### src/rtl/vec_pkg.sv
// Shared definitions for the vector issue sequencer: opcodes, functional-unit
// classes, default unit latencies and the opcode classifier.
package vec_pkg;

  localparam int NUM_VREGS = 32;

  // Load/store
  localparam logic [4:0] OP_VLOAD  = 5'b00000;
  localparam logic [4:0] OP_VSTORE = 5'b00001;
  // Integer add/sub (vector and scalar forms)
  localparam logic [4:0] OP_VADD   = 5'b00010;
  localparam logic [4:0] OP_VSUB   = 5'b00011;
  localparam logic [4:0] OP_VSADD  = 5'b00110;
  // Integer multiply
  localparam logic [4:0] OP_VMUL   = 5'b00100;
  localparam logic [4:0] OP_VSMUL  = 5'b00101;
  // Floating point
  localparam logic [4:0] OP_VFADD  = 5'b00111;
  localparam logic [4:0] OP_VFSUB  = 5'b10000;
  localparam logic [4:0] OP_VFMUL  = 5'b01000;
  localparam logic [4:0] OP_VSFADD = 5'b10101;
  localparam logic [4:0] OP_VSFMUL = 5'b10110;
  // Bitwise
  localparam logic [4:0] OP_VAND   = 5'b01001;
  localparam logic [4:0] OP_VOR    = 5'b01010;
  localparam logic [4:0] OP_VXOR   = 5'b01011;
  // Predicate set/compare
  localparam logic [4:0] OP_VPSET  = 5'b01100;
  localparam logic [4:0] OP_VCMPEQ = 5'b01101;
  localparam logic [4:0] OP_VCMPNE = 5'b01110;
  localparam logic [4:0] OP_VCMPLT = 5'b01111;
  localparam logic [4:0] OP_VCMPLE = 5'b11000;
  localparam logic [4:0] OP_VCMPGT = 5'b10001;
  localparam logic [4:0] OP_VCMPGE = 5'b10010;
  localparam logic [4:0] OP_VPCLR  = 5'b10100;
  localparam logic [4:0] OP_VPNOT  = 5'b10111;

  // Encoding doubles as the index of the unit's occupancy bit.
  typedef enum logic [2:0] {
    FU_LS      = 3'd0,
    FU_INT     = 3'd1,
    FU_MUL     = 3'd2,
    FU_FP      = 3'd3,
    FU_BIT     = 3'd4,
    FU_PRED    = 3'd5,
    FU_ILLEGAL = 3'd6
  } fu_class_e;

  localparam int DEF_LAT_INT  = 1;
  localparam int DEF_LAT_MUL  = 3;
  localparam int DEF_LAT_FP   = 4;
  localparam int DEF_LAT_BIT  = 1;
  localparam int DEF_LAT_PRED = 1;

  function automatic fu_class_e classify(input logic [4:0] op);
    case (op)
      OP_VLOAD, OP_VSTORE:                          return FU_LS;
      OP_VADD, OP_VSUB, OP_VSADD:                   return FU_INT;
      OP_VMUL, OP_VSMUL:                            return FU_MUL;
      OP_VFADD, OP_VFSUB, OP_VFMUL,
      OP_VSFADD, OP_VSFMUL:                         return FU_FP;
      OP_VAND, OP_VOR, OP_VXOR:                     return FU_BIT;
      OP_VPSET, OP_VCMPEQ, OP_VCMPNE, OP_VCMPLT,
      OP_VCMPLE, OP_VCMPGT, OP_VCMPGE, OP_VPCLR,
      OP_VPNOT:                                     return FU_PRED;
      default:                                      return FU_ILLEGAL;
    endcase
  endfunction

  // True for instructions whose [25:21] field names a vector register written.
  function automatic logic writes_vreg(input logic [4:0] op);
    fu_class_e c;
    c = classify(op);
    return (op == OP_VLOAD) || (c == FU_INT) || (c == FU_MUL) ||
           (c == FU_FP) || (c == FU_BIT);
  endfunction

endpackage

### src/rtl/vec_scoreboard.sv
// Busy bit per vector register: set on issue, cleared on completion, with
// three combinational lookups for hazard detection.
module vec_scoreboard
  import vec_pkg::*;
(
  input  logic                 clk,
  input  logic                 rst_n,
  input  logic                 set_en,
  input  logic [4:0]           set_idx,
  input  logic [NUM_VREGS-1:0] clr_mask,
  input  logic [4:0]           src1_idx,
  input  logic [4:0]           src2_idx,
  input  logic [4:0]           dest_idx,
  output logic                 src1_busy,
  output logic                 src2_busy,
  output logic                 dest_busy
);

  logic [NUM_VREGS-1:0] busy_q;
  logic [NUM_VREGS-1:0] set_vec;

  assign set_vec   = set_en ? (NUM_VREGS'(1) << set_idx) : '0;
  assign src1_busy = busy_q[src1_idx];
  assign src2_busy = busy_q[src2_idx];
  assign dest_busy = busy_q[dest_idx];

  // Update busy bits; the set term is applied after the clear so an issue
  // targeting a register that completes in the same cycle keeps it busy.
  always_ff @(posedge clk or negedge rst_n) begin
    if (!rst_n) begin
      busy_q <= '0;
    end else begin
      // NOTE: non-blocking so every flop samples pre-edge values; blocking here would race other always_ff readers.
      busy_q <= (busy_q & ~clr_mask) | set_vec;
    end
  end

endmodule

### src/rtl/vector_issue_sequencer.sv
// In-order single-issue sequencer: one-entry hold register, RAW/WAW/structural
// hazard checks against a register scoreboard, per-class latency counters and
// a flush/drain sequence.
module vector_issue_sequencer
  import vec_pkg::*;
#(
  parameter int LAT_INT  = DEF_LAT_INT,
  parameter int LAT_MUL  = DEF_LAT_MUL,
  parameter int LAT_FP   = DEF_LAT_FP,
  parameter int LAT_BIT  = DEF_LAT_BIT,
  parameter int LAT_PRED = DEF_LAT_PRED
) (
  input  logic        clk,
  input  logic        rst_n,
  input  logic [31:0] instr_in,
  input  logic        instr_valid,
  output logic        instr_ready,
  output logic [31:0] issue_instr,
  output logic        issue_valid,
  input  logic        mem_done,
  input  logic        flush,
  output logic        drained,
  output logic [31:0] wb_mask,
  output logic        illegal,
  output logic        busy
);

  typedef enum logic [1:0] {RUN, HOLD, DRAIN} state_e;

  // Counter reload values indexed by fu_class_e encoding (INT..PRED).
  localparam logic [7:0] LAT_TAB [1:5] = '{8'(LAT_INT), 8'(LAT_MUL), 8'(LAT_FP),
                                           8'(LAT_BIT), 8'(LAT_PRED)};

  state_e      state, state_nxt;
  logic        run_en, flush_pend, hold_valid;
  logic [31:0] hold_instr;
  logic        ls_busy, ls_wr;
  logic [4:0]  ls_dest;
  logic [7:0]  cnt       [1:5];
  logic [4:0]  unit_dest [1:5];
  logic        unit_wr   [1:5];

  logic [4:0]  op, dst, src1, src2;
  fu_class_e   hold_cls;
  logic        hold_wr, src1_busy, src2_busy, dest_busy;
  logic        raw_hz, waw_hz, struct_hz, hazard;
  logic        illegal_now, accept, flush_req, hold_leaving;
  logic [7:0]  unit_active;
  logic [31:0] done_mask;

  assign op       = hold_instr[31:27];
  assign dst      = hold_instr[25:21];
  assign src1     = hold_instr[20:16];
  assign src2     = hold_instr[15:11];
  assign hold_cls = classify(op);
  assign hold_wr  = writes_vreg(op);

  vec_scoreboard u_scoreboard (
    .clk       (clk),
    .rst_n     (rst_n),
    .set_en    (issue_valid && hold_wr),
    .set_idx   (dst),
    .clr_mask  (done_mask),
    .src1_idx  (src1),
    .src2_idx  (src2),
    .dest_idx  (dst),
    .src1_busy (src1_busy),
    .src2_busy (src2_busy),
    .dest_busy (dest_busy)
  );

  // Unit occupancy and this cycle's completions (counter at 1 finishes now).
  always_comb begin
    // NOTE: defaults first so every path assigns every bit; otherwise synthesis infers latches.
    unit_active    = '0;
    done_mask      = '0;
    unit_active[0] = ls_busy;
    if (ls_busy && mem_done && ls_wr) done_mask[ls_dest] = 1'b1;
    for (int i = 1; i <= 5; i++) begin
      unit_active[i] = (cnt[i] != 8'd0);
      if (cnt[i] == 8'd1 && unit_wr[i]) done_mask[unit_dest[i]] = 1'b1;
    end
  end

  // VSTORE reads the register named in its dest field, so it is a RAW source.
  assign raw_hz       = src1_busy || src2_busy || (op == OP_VSTORE && dest_busy);
  assign waw_hz       = hold_wr && dest_busy;
  assign struct_hz    = unit_active[hold_cls];
  assign hazard       = raw_hz || waw_hz || struct_hz;
  assign illegal_now  = hold_valid && (hold_cls == FU_ILLEGAL);

  assign issue_valid  = hold_valid && !illegal_now && !hazard;
  assign issue_instr  = hold_instr;
  assign instr_ready  = run_en && (state == RUN) && (!hold_valid || issue_valid);
  assign accept       = instr_valid && instr_ready;
  assign illegal      = illegal_now;
  assign wb_mask      = done_mask;
  assign busy         = hold_valid || (|unit_active);
  assign flush_req    = flush || flush_pend;
  assign hold_leaving = !hold_valid || issue_valid || illegal_now;

  // Next-state logic; drained pulses on the DRAIN->RUN transition.
  always_comb begin
    state_nxt = state;
    drained   = 1'b0;
    case (state)
      RUN: begin
        if (flush_req && hold_leaving)      state_nxt = DRAIN;
        else if (hold_valid && hazard && !illegal_now) state_nxt = HOLD;
      end
      HOLD: begin
        if (issue_valid) state_nxt = flush_req ? DRAIN : RUN;
      end
      DRAIN: begin
        if (!(|unit_active) && !hold_valid) begin
          state_nxt = RUN;
          drained   = 1'b1;
        end
      end
      default: state_nxt = RUN;
    endcase
  end

  // Control state, pending flush and the hold register.
  always_ff @(posedge clk or negedge rst_n) begin
    if (!rst_n) begin
      state      <= RUN;
      run_en     <= 1'b0;
      flush_pend <= 1'b0;
      hold_valid <= 1'b0;
      hold_instr <= '0;
    end else begin
      state  <= state_nxt;
      run_en <= 1'b1;
      if (state_nxt == DRAIN)               flush_pend <= 1'b0;
      else if (flush && state != DRAIN)     flush_pend <= 1'b1;
      if (accept) begin
        hold_valid <= 1'b1;
        hold_instr <= instr_in;
      end else if (issue_valid || illegal_now) begin
        hold_valid <= 1'b0;
      end
    end
  end

  // Functional-unit tracking: LS waits for mem_done, others count down.
  always_ff @(posedge clk or negedge rst_n) begin
    if (!rst_n) begin
      ls_busy <= 1'b0;
      ls_wr   <= 1'b0;
      ls_dest <= '0;
      // NOTE: these small register arrays are reset so a reset mid-operation abandons in-flight work.
      for (int i = 1; i <= 5; i++) begin
        cnt[i]       <= '0;
        unit_dest[i] <= '0;
        unit_wr[i]   <= 1'b0;
      end
    end else begin
      if (issue_valid && hold_cls == FU_LS) begin
        ls_busy <= 1'b1;
        ls_wr   <= hold_wr;
        ls_dest <= dst;
      end else if (ls_busy && mem_done) begin
        ls_busy <= 1'b0;
      end
      for (int i = 1; i <= 5; i++) begin
        if (issue_valid && int'(hold_cls) == i) begin
          cnt[i]       <= LAT_TAB[i];
          unit_dest[i] <= dst;
          unit_wr[i]   <= hold_wr;
        end else if (cnt[i] != 8'd0) begin
          cnt[i] <= cnt[i] - 8'd1;
        end
      end
    end
  end

endmodule

### config.mk
export PLATFORM = sky130hd
export DESIGN_NAME = vector_issue_sequencer
export DESIGN_NICKNAME = d
export VERILOG_FILES = /design/src/rtl/vec_pkg.sv /design/src/rtl/vec_scoreboard.sv /design/src/rtl/vector_issue_sequencer.sv
export SDC_FILE = /design/constraint.sdc
export NUM_CORES = 1
export LEC_CHECK = 0
export CORE_MARGIN = 1
export CORE_UTILIZATION = 41
export CTS_CLUSTER_DIAMETER = 100
export DETAILED_ROUTE_END_ITERATION = 10
export GPL_TIMING_DRIVEN = 0
export MAX_ROUTING_LAYER = met4
export SETUP_SLACK_MARGIN = 0.1
export SLEW_MARGIN = 20
export SYNTH_ARGS = -nofsm -noshare
export SYNTH_HDL_FRONTEND = slang
export SYNTH_SLANG_ARGS = --single-unit
### constraint.sdc
create_clock -name clk -period 2.65 [get_ports clk]
set_input_delay 0.53 -clock clk [delete_from_list [all_inputs] [get_ports clk]]
set_output_delay 0.53 -clock clk [all_outputs]
set_load 0.02 [all_outputs]
Word level (Yosys, flattened, before mapping)
Memories as Yosys holds them, arrays and structs flattened.
Index checks and enable logic that the tools add are counted.
Storage, ports and cells
  memories: 2
  output and inout port bits: 69
  memory bits (read-only): 192
  bits in registers: 146
  word-level logic and storage cells: 194
Memory list
  (name not given): depth 32, width 3, read ports 1, clocked after memory_dff 0, wr ports 0, RTL line vec_pkg.sv:56  | case (op)
  (name not given): depth 32, width 3, read ports 1, clocked after memory_dff 0, wr ports 0, RTL line vec_pkg.sv:56
Cells by class
  equality and inequality tests: 20
  $add $sub $neg: 5
  mux-type cells: 51
  reductions and logical operators: 67
  $lt $le $gt $ge: 16
  shift operators: 1
  bitwise gates (word level): 8
Operator list (number)
  32-bit two-way mux: 7
  32-bit bitwise OR: 6
  8-bit two-way mux: 10
  5-bit by 6-bit less-than comparator with 1-bit output (second input constant): 9
  8-bit by 1-bit == test with 1-bit output (second input constant): 5
  8-bit nonzero test: 5
  8-bit by 1-bit subtractor with 8-bit output (second input constant): 5
  1-bit logical AND: 33
  32-bit bitwise AND: 1
  32-bit inverter: 1
  1-bit by 5-bit << shifter with 32-bit output (first input constant): 1
  1-bit demux with 5-bit select: 6
  5-bit by 1-bit >= comparator with 1-bit output (second input constant): 6
  3-bit == test (second input constant): 6
  1-bit two-way mux: 18
  2-bit nonzero test: 8
  1-bit binary-select mux with 5-bit select: 3
  1-bit logical OR: 13
  2-bit two-way mux: 5
  3-bit by 2-bit == test with 1-bit output (second input constant): 3
  2-bit one-hot mux with 3 select lines: 1
  6-bit OR reduction: 1
  5-bit by 1-bit == test with 1-bit output (second input constant): 1
  5-bit logical NOT: 1
  other kinds (9): 13

Longest topological paths before layout
Gate-level depths: netlist of the first run.
  depth after elaboration: 18
  depth in mapped cells: 13

Cells and area by module
Synthesis of the first run repeated with hierarchy kept, for this count alone.
Unflattened totals
  cells, all modules: 1039
  area, all modules: 9336.5 µm²
Modules (own cells, without submodules)
  vector_issue_sequencer: cells an instance 794, instances 1, area an instance 7156.9 µm²
  vec_scoreboard: cells an instance 245, instances 1, area an instance 2179.6 µm²

Least setup slack after synthesis of the first run
Ideal clock, no wire load.
  kind: register to output
  start point: register hold_instr[27] (netlist: issue_instr[27])
  end point: output instr_ready
  path slack: -611 ps
  data arrival time: 2731 ps
  stages on the path, launching flop included: 11
  required time: 2120 ps
  path through: dfrtp_1 -> inv_1 -> ha_1 -> or3_1 -> o211ai_1 -> a22oi_2 -> xnor2_1 -> o221ai_1 -> nand4_2 -> clkbuf_1 -> a21oi_1
On the way
  word-level cells in the longest chain between the ends: 13
  elaborated cells on any way between the ends: 27
  classes of those cells: eq/ne (6); mux (2); reduce/logical (17); memory (2)
Ends and longest elaborated chain
  start, declared: RTL line vector_issue_sequencer.sv:36  | logic [31:0] hold_instr;
  start signal, assigned: RTL line vector_issue_sequencer.sv:139  | hold_instr <= instr_in;
  memory 32 x 3 bit
  3-bit by 1-bit == test with 1-bit output: RTL line vec_pkg.sv:74  | return (op == OP_VLOAD) || (c == FU_INT) || (c == FU_MUL) ||
  1-bit logical OR (3 in series): RTL line vec_pkg.sv:74
  1-bit logical OR: RTL line vec_pkg.sv:75  | (c == FU_FP) || (c == FU_BIT);
  1-bit logical AND: RTL line vector_issue_sequencer.sv:87  | assign waw_hz = hold_wr && dest_busy;
  1-bit logical OR (2 in series): RTL line vector_issue_sequencer.sv:89  | assign hazard = raw_hz || waw_hz || struct_hz;
  1-bit logical NOT: RTL line vector_issue_sequencer.sv:92  | assign issue_valid = hold_valid && !illegal_now && !hazard;
  1-bit logical AND *: RTL line vector_issue_sequencer.sv:92
  1-bit logical OR *: RTL line vector_issue_sequencer.sv:94  | assign instr_ready = run_en && (state == RUN) && (!hold_valid || issue_valid);
  1-bit logical AND *: RTL line vector_issue_sequencer.sv:94
  end, declared: RTL line vector_issue_sequencer.sv:17  | output logic instr_ready,
Every way passes the cells marked *; elsewhere a longest branch is shown, timed or not. The select of a mux whose other input is x is not followed.

Final worst setup path of the first run
  start point: register hold_instr[27] (netlist: issue_instr[27])
  end point: output issue_valid
On the way
  word-level cells in the longest chain between the ends: 11
  elaborated cells on any way between the ends: 25
  classes of those cells: eq/ne (6); mux (2); reduce/logical (15); memory (2)
Ends and longest elaborated chain
  memory 32 x 3 bit
  3-bit by 1-bit == test with 1-bit output: RTL line vec_pkg.sv:74
  1-bit logical OR (3 in series): RTL line vec_pkg.sv:74
  1-bit logical OR: RTL line vec_pkg.sv:75
  1-bit logical AND: RTL line vector_issue_sequencer.sv:87
  1-bit logical OR (2 in series): RTL line vector_issue_sequencer.sv:89
  1-bit logical NOT: RTL line vector_issue_sequencer.sv:92
  1-bit logical AND *: RTL line vector_issue_sequencer.sv:92
  end, declared: RTL line vector_issue_sequencer.sv:19  | output logic issue_valid,
Marks and branches as above.

==> results of run 1 <==
-- final cells by class --
type                    count  area (um2)
inverters                  63         239
clock inverters            12         206
plain buffers              40         312
well taps                 280         350
multi-input cells         709        6550
clock buffers              19         443
repair buffers            260        2530
fillers                  1739        7600
flip-flops and latches    146        3660
-- cells by family (layout without fill, tap and decap cells) --
family | after synthesis | in the layout | share of synthesized area
AOI/OAI and AO/OA | 196 | 196 | 0.152
muxes | 96 | 96 | 0.135
DFF | 146 | 146 | 0.398
adders and majority gates | 14 | 14 | 0.0191
other | 1 | 1 | 0.000408
buffers and inverters | 108 | 394 | 0.0526
xor gates and xnor gates | 20 | 20 | 0.0191
and+or+nand+nor | 382 | 382 | 0.224
-- cells in the mapped netlist, types with 5 or more instances --
cell type and n:
sky130_fd_sc_hd__mux2i_1 18, sky130_fd_sc_hd__nand4_1 10, sky130_fd_sc_hd__buf_6 9, sky130_fd_sc_hd__a21o_1 7, sky130_fd_sc_hd__nor4_1 10, sky130_fd_sc_hd__a221oi_1 6, sky130_fd_sc_hd__nor2b_1 13, sky130_fd_sc_hd__and3_1 8
sky130_fd_sc_hd__nor3_1 40, sky130_fd_sc_hd__xor2_1 10, sky130_fd_sc_hd__o211ai_1 9, sky130_fd_sc_hd__o22ai_1 45, sky130_fd_sc_hd__clkbuf_1 28, sky130_fd_sc_hd__o21ai_0 34, sky130_fd_sc_hd__a21oi_1 14, sky130_fd_sc_hd__nand4_2 5
sky130_fd_sc_hd__o2111ai_1 7, sky130_fd_sc_hd__mux2_4 10, sky130_fd_sc_hd__dfrtp_1 146, sky130_fd_sc_hd__nand3_1 27, sky130_fd_sc_hd__nand3b_1 16, sky130_fd_sc_hd__o221ai_1 11, sky130_fd_sc_hd__nand2_1 96, sky130_fd_sc_hd__mux4_2 13
sky130_fd_sc_hd__a211oi_1 7, sky130_fd_sc_hd__a22oi_1 5, sky130_fd_sc_hd__or3_1 17, sky130_fd_sc_hd__inv_1 63, sky130_fd_sc_hd__nand2b_1 19, sky130_fd_sc_hd__and2_1 9, sky130_fd_sc_hd__ha_1 14, sky130_fd_sc_hd__mux2_2 55
sky130_fd_sc_hd__xnor2_1 10, sky130_fd_sc_hd__or2_2 7, sky130_fd_sc_hd__nor2_1 68, sky130_fd_sc_hd__nor3b_1 13
-- metal layers --
metal	share of wire	vias up	track usage
met1	0.42	4504	0.376
met3	0.057	93	0.0488
li1	-	4118	-
met2	0.49	345	0.483
met5	0	-	-
met4	0.037	0	0.128
-- metrics by stage --
step / TNS (ns) / std cells / util / setup slack [ns]
after CTS: -42.95 / 1482 / 0.609 / -0.675
after global routing: -69.98 / 1529 / 0.653 / -0.806
final: -55.37 / 1529 / 0.653 / -0.725
after floorplan: -8.53 / 963 / - / -0.211
after detailed placement: -109.07 / 1349 / 0.494 / -1.47
after global placement: -848.75 / 1348 / 0.492 / -5.60
-- state kept, by name, indices dropped and copies added, names as in the netlist --
signal and count:
cnt 40, ls_wr 1, flush_pend 1, unit_dest 25, issue_instr 32, ls_dest 5
run_en 1, hold_valid 1, u_scoreboard.busy_q 32, unit_wr 5, ls_busy 1, state 2
-- power breakdown --
part / internal (mW) / total (mW) / switching (mW)
combinational: 0.0522 / 0.105 / 0.0528
sequential: 2.23 / 2.23 / 0.000371
clock: 1.70 / 2.72 / 1.02
-- worst min-delay path by stage --
stage                           from    endpoint
after floorplan                rst_n      cnt[0]
after detailed placement  unit_wr[3]  unit_wr[3]
after CTS                      rst_n     cnt[23]
after global placement    unit_wr[3]  unit_wr[3]
after global routing           rst_n     cnt[23]
final                          rst_n     cnt[23]
-- timing repair --
item,in CTS,in global routing
hold buffers,0,0
endpoints found under the setup margin,153,153
cloned,2,2
pin swaps,66,45
buffers inserted,103,51
gates resized for setup,431,120
==> impl_metrics.xml, run 1 <==
<?xml version="1.0" encoding="UTF-8"?>
<metrics>
  <group name="outcome">
    <metric name="run_status" unit="">finished, violations left</metric>
    <metric name="violated_checks" unit="">setup timing</metric>
  </group>
  <group name="yosys">
    <metric name="post_synth_inst_count" unit="">963</metric>
    <metric name="post-synth-top-area-fraction" unit="">0.398</metric>
    <metric name="synthesis.area" unit="um2">9180</metric>
    <metric name="yosys_register_bits" unit="">146</metric>
    <metric name="synth.largest_area_cell" unit="">sky130_fd_sc_hd__dfrtp_1</metric>
    <metric name="number_of_enable_flip_flop_cells_after_synthesis" unit="">0</metric>
    <metric name="postSynthNetCount" unit="">1014</metric>
    <metric name="synth.avg_cell_area" unit="um2">9.54</metric>
    <metric name="yosys-top-cells-area" unit="">sky130_fd_sc_hd__dfrtp_1 (40%), sky130_fd_sc_hd__mux2_2 (6.7%), sky130_fd_sc_hd__nand2_1 (3.9%), sky130_fd_sc_hd__mux4_2 (3.2%), sky130_fd_sc_hd__o22ai_1 (3.1%)</metric>
    <metric name="synth_warnings" unit="">0</metric>
    <metric name="synthFlopType" unit="">sky130_fd_sc_hd__dfrtp_1</metric>
    <metric name="synth_sequential_area_ratio" unit="">0.398</metric>
    <metric name="synth_async_sr_flop_share" unit="">1.00</metric>
    <metric name="synth_cell_types" unit="">77</metric>
  </group>
  <group name="critical_path">
    <metric name="worstPathCellList" unit="">inv_2 -&gt; ha_4 -&gt; nor2b_4 -&gt; o21ai_0 -&gt; o21a_1 -&gt; buf_4 -&gt; a2111o_1 -&gt; o211a_2 -&gt; and3_1 -&gt; buf_6 -&gt; and3_4 -&gt; buf_6</metric>
    <metric name="crit_path_end_kind" unit="">primary output</metric>
    <metric name="cp_top_family" unit="">compound AO/OA/AOI/OAI gates</metric>
    <metric name="crit_end" unit="">issue_valid</metric>
    <metric name="r2r-end" unit="">unit_dest[1]</metric>
    <metric name="critPathMaxFanout" unit="">6</metric>
    <metric name="reg2reg_setup_slack" unit="ns">-0.60</metric>
    <metric name="worst_path_largest_cell_delay" unit="ns">0.43</metric>
    <metric name="cp_data_arrival_time" unit="ns">2.84</metric>
    <metric name="crit_slowest_cell" unit="">sky130_fd_sc_hd__dfrtp_2</metric>
    <metric name="worstSetupPathDepth" unit="">12</metric>
    <metric name="crit_start" unit="">issue_instr[27]</metric>
    <metric name="timing.critical_path.from_type" unit="">flip-flop</metric>
    <metric name="cp_data_required_time" unit="ns">2.12</metric>
    <metric name="regToRegStartpoint" unit="">issue_instr[27]</metric>
    <metric name="ff2ff_path_depth" unit="">16</metric>
    <metric name="cp_common_cell" unit="">sky130_fd_sc_hd__buf_6</metric>
    <metric name="critical_path_buf_inv_count" unit="">4</metric>
    <metric name="setup_crit_path_kind" unit="">flip-flop to primary output</metric>
  </group>
  <group name="detailed_routing">
    <metric name="detail_route.iter0.violations" unit="">708</metric>
    <metric name="routed_wire_length_per_instance" unit="um">22.1</metric>
    <metric name="totalWireLength" unit="um">33700</metric>
    <metric name="vias_per_cell" unit="">5.93</metric>
    <metric name="ant_nets" unit="">0</metric>
    <metric name="total_via_count_after_detailed_routing" unit="">9060</metric>
    <metric name="detail_route.first_pass.iterations" unit="">5</metric>
    <metric name="drc" unit="">0</metric>
  </group>
  <group name="global_routing">
    <metric name="antenna_found_initial" unit="">0</metric>
    <metric name="maximum_number_of_pins_on_one_net_before_global_route_repair" unit="">83</metric>
    <metric name="grt.overflow.total" unit="">0</metric>
    <metric name="grt_pass1_vias" unit="">8650</metric>
    <metric name="grt_util_all_layers" unit="">0.301</metric>
    <metric name="global_route_wire_length_before_repair" unit="um">49800</metric>
  </group>
  <group name="sta">
    <metric name="worstMarginPinSlew" unit="ns">0.878</metric>
    <metric name="final_period_util" unit="">1.27</metric>
    <metric name="post-route-min-period" unit="ns">3.37</metric>
    <metric name="worst_slack_setup_final" unit="ns">-0.725</metric>
    <metric name="finClkSkew" unit="ns">0.0104</metric>
    <metric name="finalHoldWorstSlack" unit="ns">0.0154</metric>
    <metric name="max_transition_viols_final" unit="">0</metric>
    <metric name="finalHoldViolCount" unit="">0</metric>
    <metric name="max-slew-margin-rel" unit="">0.415</metric>
    <metric name="timing.final.setup_violations" unit="">150</metric>
    <metric name="grt_setup_unrepaired" unit="">yes</metric>
    <metric name="max_freq" unit="GHz">0.296</metric>
  </group>
  <group name="layout">
    <metric name="finish.net_count" unit="">1288</metric>
    <metric name="mostFrequentLayoutCell" unit="">sky130_fd_sc_hd__dfrtp_1</metric>
    <metric name="most_frequent_cells_in_the_layout" unit="">sky130_fd_sc_hd__dfrtp_1 (139), sky130_fd_sc_hd__buf_4 (121), sky130_fd_sc_hd__nand2_1 (84), sky130_fd_sc_hd__clkdlybuf4s50_1 (68), sky130_fd_sc_hd__buf_6 (66)</metric>
    <metric name="final_area" unit="um2">14300</metric>
    <metric name="ant_cells" unit="">0</metric>
    <metric name="area_growth" unit="%">55.6</metric>
    <metric name="layout-drive-gt1-share" unit="">0.436</metric>
  </group>
  <group name="cts">
    <metric name="cts_buffer_depth" unit="">2</metric>
    <metric name="tritoncts_num_sinks" unit="">146</metric>
    <metric name="cts.htree.levels" unit="">4</metric>
    <metric name="cts_inserted_buffers" unit="">17</metric>
    <metric name="cts-root-buf" unit="">sky130_fd_sc_hd__clkbuf_16</metric>
    <metric name="worst_skew_pair.late_latency" unit="ns">0.44</metric>
    <metric name="clock_transition_at_the_register_clock_pins_on_the_worst_setup_and_hold_paths_after_cts" unit="ns">0.07</metric>
    <metric name="cts_tree" unit="">built</metric>
  </group>
  <group name="floorplan">
    <metric name="placement_rows" unit="">54</metric>
    <metric name="coreArea" unit="um2">21900</metric>
    <metric name="die-height" unit="um">152</metric>
    <metric name="die_area" unit="um2">23000</metric>
    <metric name="die_width" unit="um">152</metric>
    <metric name="boundaryPins" unit="">106</metric>
    <metric name="initial_core_util" unit="">0.420</metric>
  </group>
  <group name="min_path">
    <metric name="hold_path.class" unit="">input pin to asynchronous set/reset pin</metric>
  </group>
  <group name="power">
    <metric name="power.ir.vdd_worst" unit="uV">322</metric>
    <metric name="design_power_total" unit="mW">5.05</metric>
    <metric name="power.density" unit="nW/um2">353</metric>
    <metric name="leak_pwr" unit="nW">6.08</metric>
  </group>
  <group name="flow_run">
    <metric name="drv.max_cap_violation_count" unit="">0</metric>
  </group>
  <group name="placed_design">
    <metric name="gp_congestion" unit="">1.01</metric>
    <metric name="place_area" unit="um2">10800</metric>
    <metric name="detailedPlacementHpwl" unit="um">23100</metric>
    <metric name="numPortBuffers" unit="">105</metric>
  </group>
</metrics>
Power figures use the tool's default switching activity.
==> inputs of run 2 (changes only) <==
- GPL_ROUTABILITY_DRIVEN: not set -> 0
- PLACE_DENSITY_LB_ADDON: not set -> 0.12
- TNS_END_PERCENT: not set -> 20
==> run 2 against run 1 <==
Cell count down 2.4%; sequential power hardly changed; the flow still finishes with violations (setup timing); combinational power barely moved; first-iteration DRC count grew 49%; largest power group unchanged; non-clock buffer count shrank 36; clock power fell by 8.5%; critical path depth fell by 1; design area decreased by 5.2%; sequential share of layout area rose by 1.4 points; global-route usage fell by 0.12 points; critical path type unchanged.
==> impl_metrics.xml, run 2 (same netlist as run 1, synthesis figures left out) <==
<?xml version="1.0" encoding="UTF-8"?>
<metrics>
  <group name="cts">
    <metric name="cts-root-buf" unit="">sky130_fd_sc_hd__clkbuf_16</metric>
    <metric name="clock_transition_at_the_register_clock_pins_on_the_worst_setup_and_hold_paths_after_cts" unit="ns">0.06</metric>
    <metric name="cts_inserted_buffers" unit="">17</metric>
    <metric name="cts_tree" unit="">built</metric>
    <metric name="tritoncts_num_sinks" unit="">146</metric>
    <metric name="worst_skew_pair.late_latency" unit="ns">0.43</metric>
    <metric name="cts_buffer_depth" unit="">2</metric>
    <metric name="cts_hold_buffers" unit="">0</metric>
    <metric name="cts.htree.levels" unit="">4</metric>
  </group>
  <group name="critical_path">
    <metric name="crit_slowest_cell" unit="">sky130_fd_sc_hd__dfrtp_2</metric>
    <metric name="crit_path_end_kind" unit="">primary output</metric>
    <metric name="cp_data_required_time" unit="ns">2.12</metric>
    <metric name="worst_path_largest_cell_delay" unit="ns">0.44</metric>
    <metric name="timing.critical_path.from_type" unit="">flip-flop</metric>
    <metric name="crit_start" unit="">issue_instr[27]</metric>
    <metric name="critPathMaxFanout" unit="">5</metric>
    <metric name="regToRegStartpoint" unit="">issue_instr[27]</metric>
    <metric name="setup_crit_path_kind" unit="">flip-flop to primary output</metric>
    <metric name="worstPathCellList" unit="">inv_2 -&gt; ha_4 -&gt; or3_1 -&gt; o211ai_1 -&gt; a22oi_2 -&gt; xnor2_2 -&gt; o221ai_2 -&gt; and3_4 -&gt; buf_6 -&gt; and3_4 -&gt; buf_6</metric>
    <metric name="cp_data_arrival_time" unit="ns">2.84</metric>
  </group>
  <group name="sta">
    <metric name="worst_slack_setup_final" unit="ns">-0.721</metric>
    <metric name="finClkSkew" unit="ns">0.0135</metric>
    <metric name="worstMarginPinSlew" unit="ns">0.778</metric>
    <metric name="max-slew-margin-rel" unit="">0.482</metric>
    <metric name="finalHoldViolCount" unit="">0</metric>
    <metric name="max_freq" unit="GHz">0.297</metric>
    <metric name="grt_setup_unrepaired" unit="">yes</metric>
    <metric name="final_period_util" unit="">1.27</metric>
    <metric name="timing.final.setup_violations" unit="">147</metric>
    <metric name="post-route-min-period" unit="ns">3.37</metric>
    <metric name="max_transition_viols_final" unit="">0</metric>
    <metric name="tns_setup" unit="ns">-59.91</metric>
  </group>
  <group name="detailed_routing">
    <metric name="drc" unit="">0</metric>
    <metric name="detail_route.iter0.violations" unit="">1054</metric>
    <metric name="routed_wire_length_per_instance" unit="um">22.0</metric>
    <metric name="detail_route.first_pass.iterations" unit="">7</metric>
    <metric name="total_via_count_after_detailed_routing" unit="">9158</metric>
    <metric name="totalWireLength" unit="um">32900</metric>
    <metric name="vias_per_cell" unit="">6.13</metric>
    <metric name="ant_nets" unit="">0</metric>
  </group>
  <group name="floorplan">
    <metric name="initial_core_util" unit="">0.420</metric>
    <metric name="die_area" unit="um2">23000</metric>
    <metric name="coreArea" unit="um2">21900</metric>
    <metric name="placement_rows" unit="">54</metric>
    <metric name="die-height" unit="um">152</metric>
    <metric name="boundaryPins" unit="">106</metric>
    <metric name="die_width" unit="um">152</metric>
  </group>
  <group name="power">
    <metric name="power.density" unit="nW/um2">356</metric>
    <metric name="power.ir.vdd_worst" unit="uV">314</metric>
    <metric name="leak_pwr" unit="nW">5.88</metric>
    <metric name="design_power_total" unit="mW">4.82</metric>
  </group>
  <group name="layout">
    <metric name="finish.net_count" unit="">1252</metric>
    <metric name="layout.cells.non_filler" unit="">1493</metric>
    <metric name="area_growth" unit="%">47.5</metric>
    <metric name="top_register" unit="">cnt</metric>
    <metric name="mostFrequentLayoutCell" unit="">sky130_fd_sc_hd__dfrtp_1</metric>
    <metric name="ant_cells" unit="">0</metric>
    <metric name="layout-drive-gt1-share" unit="">0.394</metric>
    <metric name="final-seq-area" unit="um2">3660</metric>
    <metric name="multi_input_comb_area" unit="um2">6270</metric>
    <metric name="most_frequent_cells_in_the_layout" unit="">sky130_fd_sc_hd__dfrtp_1 (140), sky130_fd_sc_hd__buf_4 (98), sky130_fd_sc_hd__nand2_1 (87), sky130_fd_sc_hd__clkdlybuf4s50_1 (68), sky130_fd_sc_hd__inv_1 (56)</metric>
    <metric name="num-fill-cells" unit="">1780</metric>
    <metric name="largest_register_ff_count" unit="">40</metric>
  </group>
  <group name="min_path">
    <metric name="hold_path.class" unit="">input pin to asynchronous set/reset pin</metric>
  </group>
  <group name="global_routing">
    <metric name="antenna_found_initial" unit="">0</metric>
    <metric name="grt_pass1_vias" unit="">8919</metric>
    <metric name="global_route_wire_length_before_repair" unit="um">50400</metric>
    <metric name="maximum_number_of_pins_on_one_net_before_global_route_repair" unit="">87</metric>
    <metric name="grt_util_all_layers" unit="">0.300</metric>
    <metric name="grt.overflow.total" unit="">0</metric>
  </group>
  <group name="flow_run">
    <metric name="drv.max_cap_violation_count" unit="">0</metric>
  </group>
  <group name="placed_design">
    <metric name="numPortBuffers" unit="">105</metric>
    <metric name="dpl.cell_count" unit="">1349</metric>
    <metric name="detailedPlacementHpwl" unit="um">22300</metric>
  </group>
  <group name="outcome">
    <metric name="violated_checks" unit="">setup timing</metric>
    <metric name="run_status" unit="">finished, violations left</metric>
  </group>
</metrics>
[run 2: cell types whose count changed in the layout (fill, tap and decap cells not counted), moves of 5 or more]
cell / previous run / this run
sky130_fd_sc_hd__buf_4: 121 / 98
sky130_fd_sc_hd__buf_6: 66 / 54
sky130_fd_sc_hd__o21ai_0: 18 / 23
sky130_fd_sc_hd__o22ai_1: 15 / 24
sky130_fd_sc_hd__o22ai_2: 27 / 19
[run 2: critical path, delay by kind of cell, from the launching register on]
family          cells  cell delay, ns
simple gates        3            0.76
compound gates      3            0.49
flops               1            0.44
buf+inv             3            0.31
fa+ha+maj           1            0.22
xor+xnor            1            0.20
[run 2: layer usage]
| layer | GRT usage | share of wire | up-vias |
|---|---|---|---|
| li1 | - | - | 4043 |
| met1 | 0.385 | 0.41 | 4504 |
| met2 | 0.454 | 0.46 | 476 |
| met3 | 0.0626 | 0.086 | 135 |
| met4 | 0.135 | 0.047 | 0 |
| met5 | - | 0 | - |
[run 2: layout make-up]
type | instances | share of cell area
buffer | 43 | 0.0229
clock buffer | 19 | 0.0320
clock inverter | 12 | 0.0116
inverter | 63 | 0.0178
multi-input combinational | 709 | 0.463
sequential | 146 | 0.270
tap | 280 | 0.0259
timing repair buffer | 221 | 0.157
[run 2: where the power goes]
part           internal, mW  leakage, nW  switching, mW  total (mW)
clock                  1.48        0.280           1.01        2.49
combinational        0.0522         3.74         0.0542       0.106
sequential             2.23         1.86       0.000426        2.23
total                  3.76         5.88           1.06        4.82
[run 2: worst paths after layout]
check,slack [ns],to,depth (start not counted)
max in group asynchronous,1.78,cnt[28],2
hold / removal,0.03,issue_instr[11],1
setup reg to reg,-0.64,issue_instr[11],16
hold reg to reg,0.47,unit_wr[2],1
min in group clk,0.47,unit_wr[2],1
setup / recovery,-0.72,issue_valid,11
[run 2: timing repair]
action,4_1_cts,5_1_grt
resized for setup,433,54
buffers inserted,108,5
setup endpoints to repair,153,153
gates cloned,0,3
pin swaps,85,17
[run 2: per-stage QoR]
step / util / setup slack [ns] / hold WS (ns) / cell area [um2]
3_5_place_dp: 0.491 / -1.36 / 0.449 / 10700
3_3_place_gp: 0.489 / -5.79 / 0.453 / 10700
5_1_grt: 0.619 / -0.865 / 0.0645 / 13500
2_1_floorplan: - / -0.214 / 0.234 / 9310
4_1_cts: 0.603 / -0.683 / 0.0585 / 13200
6_report: 0.619 / -0.721 / 0.0329 / 13500
